==> config.mk <==
export PLATFORM = sky130hd
export DESIGN_NAME = fetch_redirect_scheduler
export DESIGN_NICKNAME = d
export VERILOG_FILES = /design/src/rtl/fetch_redirect_scheduler.sv
export SDC_FILE = /design/constraint.sdc
export NUM_CORES = 1
export LEC_CHECK = 0
export ABC_CLOCK_PERIOD_IN_PS = 3050
export CAP_MARGIN = 10
export CORE_MARGIN = 2
export CORE_UTILIZATION = 41
export DETAILED_ROUTE_END_ITERATION = 6
export PLACE_DENSITY = 0.82
export RECOVER_POWER = 25
export SETUP_SLACK_MARGIN = 0.5
export SYNTH_ARGS = -nofsm -noshare
export SYNTH_HDL_FRONTEND = slang
export SYNTH_SLANG_ARGS = --single-unit
==> constraint.sdc <==
create_clock -name clk -period 3.05 [get_ports clk]
set_input_delay 0.305 -clock clk [delete_from_list [all_inputs] [get_ports clk]]
set_output_delay 0.305 -clock clk [all_outputs]
set_load 0.1 [all_outputs]
==> src/rtl/fetch_redirect_scheduler.sv <==
// Picks one PC redirect per cycle (INT > RW > RN > BP) and holds it until the
// next-PC stage accepts it; optionally bubbles fetch after INT/RW retires.
module fetch_redirect_scheduler #(
  parameter int PC_WIDTH     = 32,
  parameter int HIST_WIDTH   = 10,
  parameter int DRAIN_CYCLES = 2,
  parameter int CNT_WIDTH    = 16
) (
  input  logic                  clk,
  input  logic                  rst_n,
  input  logic                  int_req,
  input  logic [PC_WIDTH-1:0]   int_pc,
  input  logic                  rw_req,
  input  logic [PC_WIDTH-1:0]   rw_pc,
  input  logic [HIST_WIDTH-1:0] rw_hist,
  input  logic                  rn_req,
  input  logic [PC_WIDTH-1:0]   rn_pc,
  input  logic [HIST_WIDTH-1:0] rn_hist,
  input  logic                  bp_req,
  input  logic [PC_WIDTH-1:0]   bp_pc,
  input  logic                  redirect_ready,
  output logic                  redirect_valid,
  output logic [PC_WIDTH-1:0]   redirect_pc,
  output logic [HIST_WIDTH-1:0] redirect_hist,
  output logic                  redirect_hist_we,
  output logic [1:0]            redirect_src,
  output logic                  fetch_bubble,
  output logic [CNT_WIDTH-1:0]  drop_count
);

  typedef enum logic [1:0] {IDLE, HOLD, DRAIN} state_t;

  localparam int DW = (DRAIN_CYCLES > 1) ? $clog2(DRAIN_CYCLES + 1) : 1;
  localparam logic [DW-1:0] DRAIN_INIT = DW'(DRAIN_CYCLES);
  localparam int SW = CNT_WIDTH + 3;

  state_t                state, stateNxt;
  logic [PC_WIDTH-1:0]   pendPc, pcNxt, winPc;
  logic [HIST_WIDTH-1:0] pendHist, histNxt, winHist;
  logic [1:0]            pendSrc, srcNxt, winSrc;
  logic [DW-1:0]         drainCnt, cntNxt;
  logic [CNT_WIDTH-1:0]  dropCnt, dropNxt;
  logic [2:0]            reqNum, dropInc;
  logic [SW-1:0]         dropSum;
  logic                  anyReq, winCrit, capture;

  always_comb begin
    reqNum  = 3'(int_req) + 3'(rw_req) + 3'(rn_req) + 3'(bp_req);
    anyReq  = int_req | rw_req | rn_req | bp_req;
    winCrit = int_req | rw_req;
    winSrc  = 2'd0;
    winPc   = bp_pc;
    winHist = '0;
    if (int_req) begin
      winSrc = 2'd3;
      winPc  = int_pc;
    end else if (rw_req) begin
      winSrc  = 2'd2;
      winPc   = rw_pc;
      winHist = rw_hist;
    end else if (rn_req) begin
      winSrc  = 2'd1;
      winPc   = rn_pc;
      winHist = rn_hist;
    end
  end

  always_comb begin
    stateNxt = state;
    pcNxt    = pendPc;
    histNxt  = pendHist;
    srcNxt   = pendSrc;
    cntNxt   = drainCnt;
    dropInc  = 3'd0;
    capture  = 1'b0;
    unique case (state)
      IDLE: begin
        capture = anyReq;
        if (anyReq) dropInc = reqNum - 3'd1;
      end
      HOLD: begin
        if (!redirect_ready) begin
          // a replace loses the old entry, a reject loses the newcomer
          capture = anyReq && (winSrc >= pendSrc);
          dropInc = reqNum;
        end else if (pendSrc[1]) begin
          if (winCrit) begin
            capture = 1'b1;
            dropInc = reqNum - 3'd1;
          end else begin
            dropInc  = reqNum;
            cntNxt   = DRAIN_INIT;
            stateNxt = (DRAIN_CYCLES > 0) ? DRAIN : IDLE;
          end
        end else if (anyReq) begin
          capture = 1'b1;
          dropInc = reqNum - 3'd1;
        end else begin
          stateNxt = IDLE;
        end
      end
      DRAIN: begin
        if (winCrit) begin
          capture = 1'b1;
          dropInc = reqNum - 3'd1;
        end else begin
          dropInc = reqNum;
          if (drainCnt == DW'(1)) stateNxt = IDLE;
          else cntNxt = drainCnt - DW'(1);
        end
      end
      default: stateNxt = IDLE;
    endcase
    if (capture) begin
      stateNxt = HOLD;
      pcNxt    = winPc;
      histNxt  = winHist;
      srcNxt   = winSrc;
      cntNxt   = '0;
    end
    dropSum = {3'b000, dropCnt} + SW'(dropInc);
    dropNxt = (|dropSum[SW-1:CNT_WIDTH]) ? '1 : dropSum[CNT_WIDTH-1:0];
  end

  always_ff @(posedge clk or negedge rst_n) begin
    if (!rst_n) begin
      state    <= IDLE;
      pendPc   <= '0;
      pendHist <= '0;
      pendSrc  <= '0;
      drainCnt <= '0;
      dropCnt  <= '0;
    end else begin
      state    <= stateNxt;
      pendPc   <= pcNxt;
      pendHist <= histNxt;
      pendSrc  <= srcNxt;
      drainCnt <= cntNxt;
      dropCnt  <= dropNxt;
    end
  end

  assign redirect_valid   = (state == HOLD);
  assign redirect_pc      = pendPc;
  assign redirect_hist    = pendHist;
  assign redirect_src     = pendSrc;
  assign redirect_hist_we = redirect_valid && (pendSrc[1] ^ pendSrc[0]);
  assign fetch_bubble     = (state == DRAIN);
  assign drop_count       = dropCnt;

endmodule

==> Yosys cells after proc, flatten, opt, wreduce, memory -nomap -nowiden <==
Index checks and enable logic that the tools add are counted.
{ "totals": {"wordCells": 70, "input_bits": 155, "output_inout_bits": 63, "regBits": 64} }
{ "classes": {"reduce_logical": 7, "add_sub_neg": 6, "bitwise": 4, "muxes": 34, "n_eq_ne": 12, "n_lt_le_gt_ge": 1} }
{ "op_table": {"columns": ["operator", "count"], "rows": [
  ["$mux 32", 3],
  ["$mux 10", 3],
  ["$mux 2", 14],
  ["$add 16x3->17", 1],
  ["$mux 16", 1],
  ["$mux 3", 4],
  ["$reduce_and 6->1", 2],
  ["$ne 3x2->1 const B", 3],
  ["$pmux 3 s3", 1],
  ["$ne 4x3->1 const B", 2],
  ["$ne 3x1->1 const B", 2],
  ["$pmux 2 s3", 1],
  ["$mux 1", 5],
  ["$eq 2x1->1 const B", 2],
  ["$pmux 2 s2", 1],
  ["$add 2x1->3", 1],
  ["$add 3x1->3", 1],
  ["$ne 3x3->1 const B", 1],
  ["$or 1x1->1", 3],
  ["$pmux 1 s3", 1],
  ["$reduce_bool 3->1", 1],
  ["$reduce_or 3->1", 1],
  ["$sub 3x1->3 const B", 1],
  ["$add 1x1->2", 1],
  ["7 further kinds", 8]
]} }

==> Logic depth before layout (Yosys ltp) <==
{ "depth": {"word_depth": 11, "depth_mapped": 17, "mapped_depth_nobuf": 16} }

==> Least setup slack after synthesis <==
OpenSTA, ideal clock, no wires.
{ "synth_timing": {"path_type": "register to register", "startpoint": "reg state[1]", "endpoint": "reg dropCnt[13], in the netlist drop_count[13]", "t_required_ns": 2.927, "slack_ns": -0.420, "stages_incl_launch_ff": 13, "arrival_time_ns": 3.347, "synth_period_minus_slack_ns": 3.470, "path_buffers": 1, "setup_time_ns": 0.123, "cell_sequence": "dfrtp_1 -> inv_1 -> ha_1 -> buf_2 -> nor2b_1 -> a221oi_1 -> a21oi_1 -> ha_1 -> a21o_1 -> a21oi_1 -> nand3b_1 -> xor2_1 -> nand2_1"} }
{ "synth_between": {"elab_chain_len": 5, "elab_cells_between_ends": 7, "classes_between": "1 x add/sub; 2 x eq/ne; 2 x mux; 2 x reduce/logical"} }
{ "synth_lines": {"columns": ["element", "line_no", "rtl"], "rows": [
  ["start: declaration", "37", "state_t state, stateNxt;"],
  ["start signal: assignment", "134", "state <= stateNxt;"],
  ["$eq 2x1->1 (*)", null, null],
  ["net redirect_valid", "22", "output logic redirect_valid,"],
  ["$pmux 3 s3 (*)", "76", "unique case (state)"],
  ["$add 16x3->17 (*)", "121", "dropSum = {3'b000, dropCnt} + SW'(dropInc);"],
  ["$reduce_or 3->1", "122", "dropNxt = (|dropSum[SW-1:CNT_WIDTH]) ? '1 : dropSum[CNT_WIDTH-1:0];"],
  ["$mux 16 (*)", "122", null],
  ["net dropNxt[13]", "42", "logic [CNT_WIDTH-1:0] dropCnt, dropNxt;"],
  ["end signal: assignment", "139", "dropCnt <= dropNxt;"],
  ["end: declaration", "42", null]
]} }
Mark *: on every way through the listed nets, which the timed path passes. The rest lies on a longest branch.
A chain may end at the register's enable or synchronous reset.

==> Final worst setup path <==
{ "layout_timing": {"startpoint": "in int_req", "endpoint": "reg dropCnt[6], in the netlist drop_count[6]"} }
{ "layout_between": {"elab_chain_len": 11, "elab_cells_between_ends": 15, "classes_between": "5 x add/sub; 6 x mux; 3 x bitwise; 1 x reduce/logical"} }
{ "layout_lines": {"columns": ["element", "line_no", "rtl"], "rows": [
  ["start: declaration", "11", "input logic int_req,"],
  ["$add 1x1->2", "48", "reqNum = 3'(int_req) + 3'(rw_req) + 3'(rn_req) + 3'(bp_req);"],
  ["$add 2x1->3", "48", null],
  ["$add 3x1->3", "48", null],
  ["$sub 3x1->3", null, null],
  ["$mux 3 (on tied branches)", null, null],
  ["$mux 3", "86", "end else if (pendSrc[1]) begin"],
  ["$mux 3", "82", "if (!redirect_ready) begin"],
  ["$pmux 3 s3 (*)", "76", null],
  ["$add 16x3->17 (*)", "121", null],
  ["$reduce_or 3->1", "122", null],
  ["$mux 16 (*)", "122", null],
  ["net dropNxt[6]", "42", null]
]} }
Marked as above.

==> flow_metrics.env <==
export IMPL_synth_nets=638
export IMPL_ys_seq_elements=64
export IMPL_rows=37
export IMPL_yosys_warnings=0
export IMPL_drt_total_wl_mm=13.4
export IMPL_grt_max_degree=76
export IMPL_area_delta_synth_final_pct=64.4
export IMPL_slew_violations=65
export IMPL_numClockSinks=64
export IMPL_hold_violations=0
export IMPL_peakVddDrop_uv=970
export IMPL_finalCriticalPeriod_ns=3.06
export IMPL_htreeDepth=3
export IMPL_synth_top_area_cell="dfrtp_1"
export IMPL_place_inst=809
export IMPL_ios=218
export IMPL_grt_pass1_wl_mm=20.6
export IMPL_drt_iter0_drc=240
export IMPL_cp_start_kind="input pin"
export IMPL_place_area_um2=6650
export IMPL_grt_usage=0.229
export IMPL_crit_slowest_cell="fa_1"
export IMPL_cp_data_arrival_time_ns=3.28
export IMPL_netlist_area_um2=4290
export IMPL_num_antenna_cells=0
export IMPL_synth_xor_area_frac=0.0245
export IMPL_synth_compound_area_frac=0.132
export IMPL_yosysSeqAreaShare=0.374
export IMPL_multi_input_area_um2=2680
export IMPL_crit_path_cell_trace="buf_8 > fa_1 > ha_2 > ha_4 > inv_4 > ha_4 > o21ai_2 > a221oi_2 > a21oi_2 > buf_4 > fa_2 > a21oi_4 > buf_6 > nor2_1 > xnor2_1 > nand2_1"
export IMPL_power_density_nw_per_um2=1050
export IMPL_final_nets=866
export IMPL_synth_top_cell_area_share=0.374
export IMPL_ctsLongestPathBuffers=2
export IMPL_syn_avg_cell_area_um2=9.20
export IMPL_cts_buffers=9
export IMPL_die_w_um=106
export IMPL_preCtsSetupSlack_ns=-0.734
export IMPL_fin_skew_ns=0.0128
export IMPL_port_buffers=217
export IMPL_violations="capacitance limit, slew limit, setup timing"
export IMPL_slew_headroom=-0.0412
export IMPL_clk_insertion_delay_late_ns=0.34
export IMPL_drc=0
export IMPL_synthCells=466
export IMPL_wl_per_cell_um=16.1
export IMPL_clk_pin_slew_worst_paths_ns=0.08
export IMPL_cp_common_cell="ha_4"
export IMPL_layout_setup_ws_ns=-0.0143
export IMPL_finalCritPeriodShare=1.00
export IMPL_criticalPathCategory="input pin to flip-flop"
export IMPL_dr_pass1_iters=4
export IMPL_antenna_found_initial=0
export IMPL_hold_path_class="input pin to asynchronous set/reset pin"
export IMPL_fillers=789
export IMPL_rsz0062_at_grt="true"
export IMPL_yosysUniqueCellTypes=45
export IMPL_clock_fmax_mhz=326
export IMPL_slowest_delay_ns=0.48
export IMPL_grt_pass1_vias=4176
export IMPL_regArea_um2=1610
export IMPL_synth_top_family_by_area="multiplexers"
export IMPL_tightest_slew_ns=1.56
export IMPL_viasPerCell=5.12
export IMPL_cts_tree="done"
export IMPL_synthMuxAreaShare=0.207
export IMPL_status="finished, violations left"
export IMPL_synth_area_leaders="dfrtp_1 (37%), mux2i_1 (8.2%), mux2_2 (7.6%)"
export IMPL_endpoint_kind="flip-flop"
export IMPL_crit_fanout=3
export IMPL_dp_hpwl_mm=9.91
export IMPL_start_util=0.419
export IMPL_grt_overflow_total=0
export IMPL_coreArea_um2=10200
export IMPL_cp_data_required_time_ns=3.26
export IMPL_die_h_um=106
export IMPL_final_setup_viol_count=4
export IMPL_postLayoutCellArea_um2=7050
export IMPL_p_leak_nw=3.12
export IMPL_cts_hold_buf=0
export IMPL_num_vias=4271
export IMPL_synthAdderAreaFrac=0.0531
export IMPL_drv_cap=1
export IMPL_finalWeightedCongestion=0.780
export IMPL_final_layout_size_suffix_gt1_frac=0.232
export IMPL_yosys_area_share_simple=0.157
export IMPL_antenna_left=0
export IMPL_root_buffer="clkbuf_8"
export IMPL_die_area_um2=11300
export IMPL_instances_no_fill=834
## synthesized netlist by cell type, drive strengths merged
| cell type | n |
|---|---|
| dfrtp | 64 |
| nand2 | 56 |
| nor2 | 53 |
| a21oi | 43 |
| mux2 | 43 |
| o21ai | 37 |
| mux2i | 35 |
| buf | 16 |
| ha | 15 |
| clkbuf | 14 |
| inv | 14 |
| a22oi | 10 |
| nand3 | 9 |
| xnor2 | 8 |
| nand2b | 5 |
| nor2b | 4 |
| nor3 | 4 |
| xor2 | 4 |
| and2 | 3 |
| nand3b | 3 |
| a221oi | 2 |
| and3 | 2 |
| fa | 2 |
| nand4 | 2 |
| nor3b | 2 |
| nor4 | 2 |
| o2111ai | 2 |
| a211o | 1 |
| a21o | 1 |
| a311oi | 1 |
| a31oi | 1 |
| and2b | 1 |
| nor4b | 1 |
| o211a | 1 |
| o21a | 1 |
| o2bb2ai | 1 |
| or2 | 1 |
| or3 | 1 |
| or3b | 1 |
## power breakdown
part           internal [mW]  total, mW  switching (mW)  leakage (nW)
sequential              1.20       1.43           0.230         0.787
combinational           1.69       5.25            3.56          2.24
clock                  0.395      0.710           0.315        0.0925
total                   3.28       7.39            4.10          3.12
## critical path: cells and delay by family
kind | cells | cell delay (ns)
xor gates and xnor gates | 1 | 0.20
buffers and inverters | 4 | 0.40
adders and majority gates | 5 | 1.63
AOI/OAI and AO/OA | 4 | 0.61
and+or+nand+nor | 2 | 0.12
## logic make-up after synthesis
logic type                 after synthesis
AOI/OAI and AO/OA                      101
and+or+nand+nor                        150
muxes                                   78
buffers and inverters                   44
xor gates and xnor gates                12
DFF                                     64
adders and majority gates               17
## registers in the layout, summed over array words and instances, names as in the netlist
signal	flops
redirect_pc	32
redirect_src	2
redirect_hist	10
drop_count	16
state	2
drainCnt	2
## cell usage in the layout (no fill, tap or decap), types with 14 or more instances in the layout
master | synthesis | routed
clkdlybuf4s50_1 | 0 | 180
dfrtp_1 | 64 | 62
nand2_1 | 56 | 54
nor2_1 | 53 | 52
buf_4 | 2 | 52
a21oi_1 | 43 | 40
mux2i_1 | 35 | 35
o21ai_0 | 37 | 34
mux2_2 | 29 | 29
mux2_4 | 14 | 14
## per-stage QoR
step / hold WS (ns) / util / power, mW / setup TNS [ns]
2_1_floorplan: 0.00941 / - / 5.33 / -0.572
3_3_place_gp: 0.487 / 0.650 / 6.43 / -8.88
3_5_place_dp: 0.492 / 0.650 / 6.51 / -11.19
4_1_cts: 0.165 / 0.677 / 7.33 / 0
5_1_grt: 0.472 / 0.689 / 7.70 / -1.75
6_report: 0.406 / 0.689 / 7.39 / -0.0292
## per-layer routing
metal,vias to the layer above,part of all wire,global-route usage
met5,-,0,0
met3,13,0.068,0.0576
li1,2069,-,-
met4,0,0.011,0.0404
met1,2033,0.39,0.270
met2,156,0.53,0.423
## final timing paths
check / from / end / slack, ns / depth (start not counted)
max in group asynchronous: rst_n / redirect_src[1] / 1.52 / 2
setup reg to reg: state[1] / drop_count[13] / 0.30 / 13
hold reg to reg: redirect_pc[8] / redirect_pc[8] / 0.51 / 1
hold / removal: rst_n / redirect_pc[29] / 0.41 / 2
setup / recovery: int_req / drop_count[6] / -0.01 / 16
min in group clk: rw_req / redirect_src[0] / 0.44 / 5
## layout make-up
type | instances | share of cell area
clock buffer | 12 | 0.0206
clock inverter | 3 | 0.00603
inverter | 14 | 0.00781
multi-input combinational | 359 | 0.379
sequential | 64 | 0.228
tap | 136 | 0.0241
timing repair buffer | 246 | 0.334
## repair_timing
action                     in CTS  in global routing
gates resized for setup        16                 19
pin swaps                      21                 12
gates cloned                    1                  0
setup buffers                   5                  4
setup endpoints to repair      58                 58
Power figures use the tool's default switching activity.
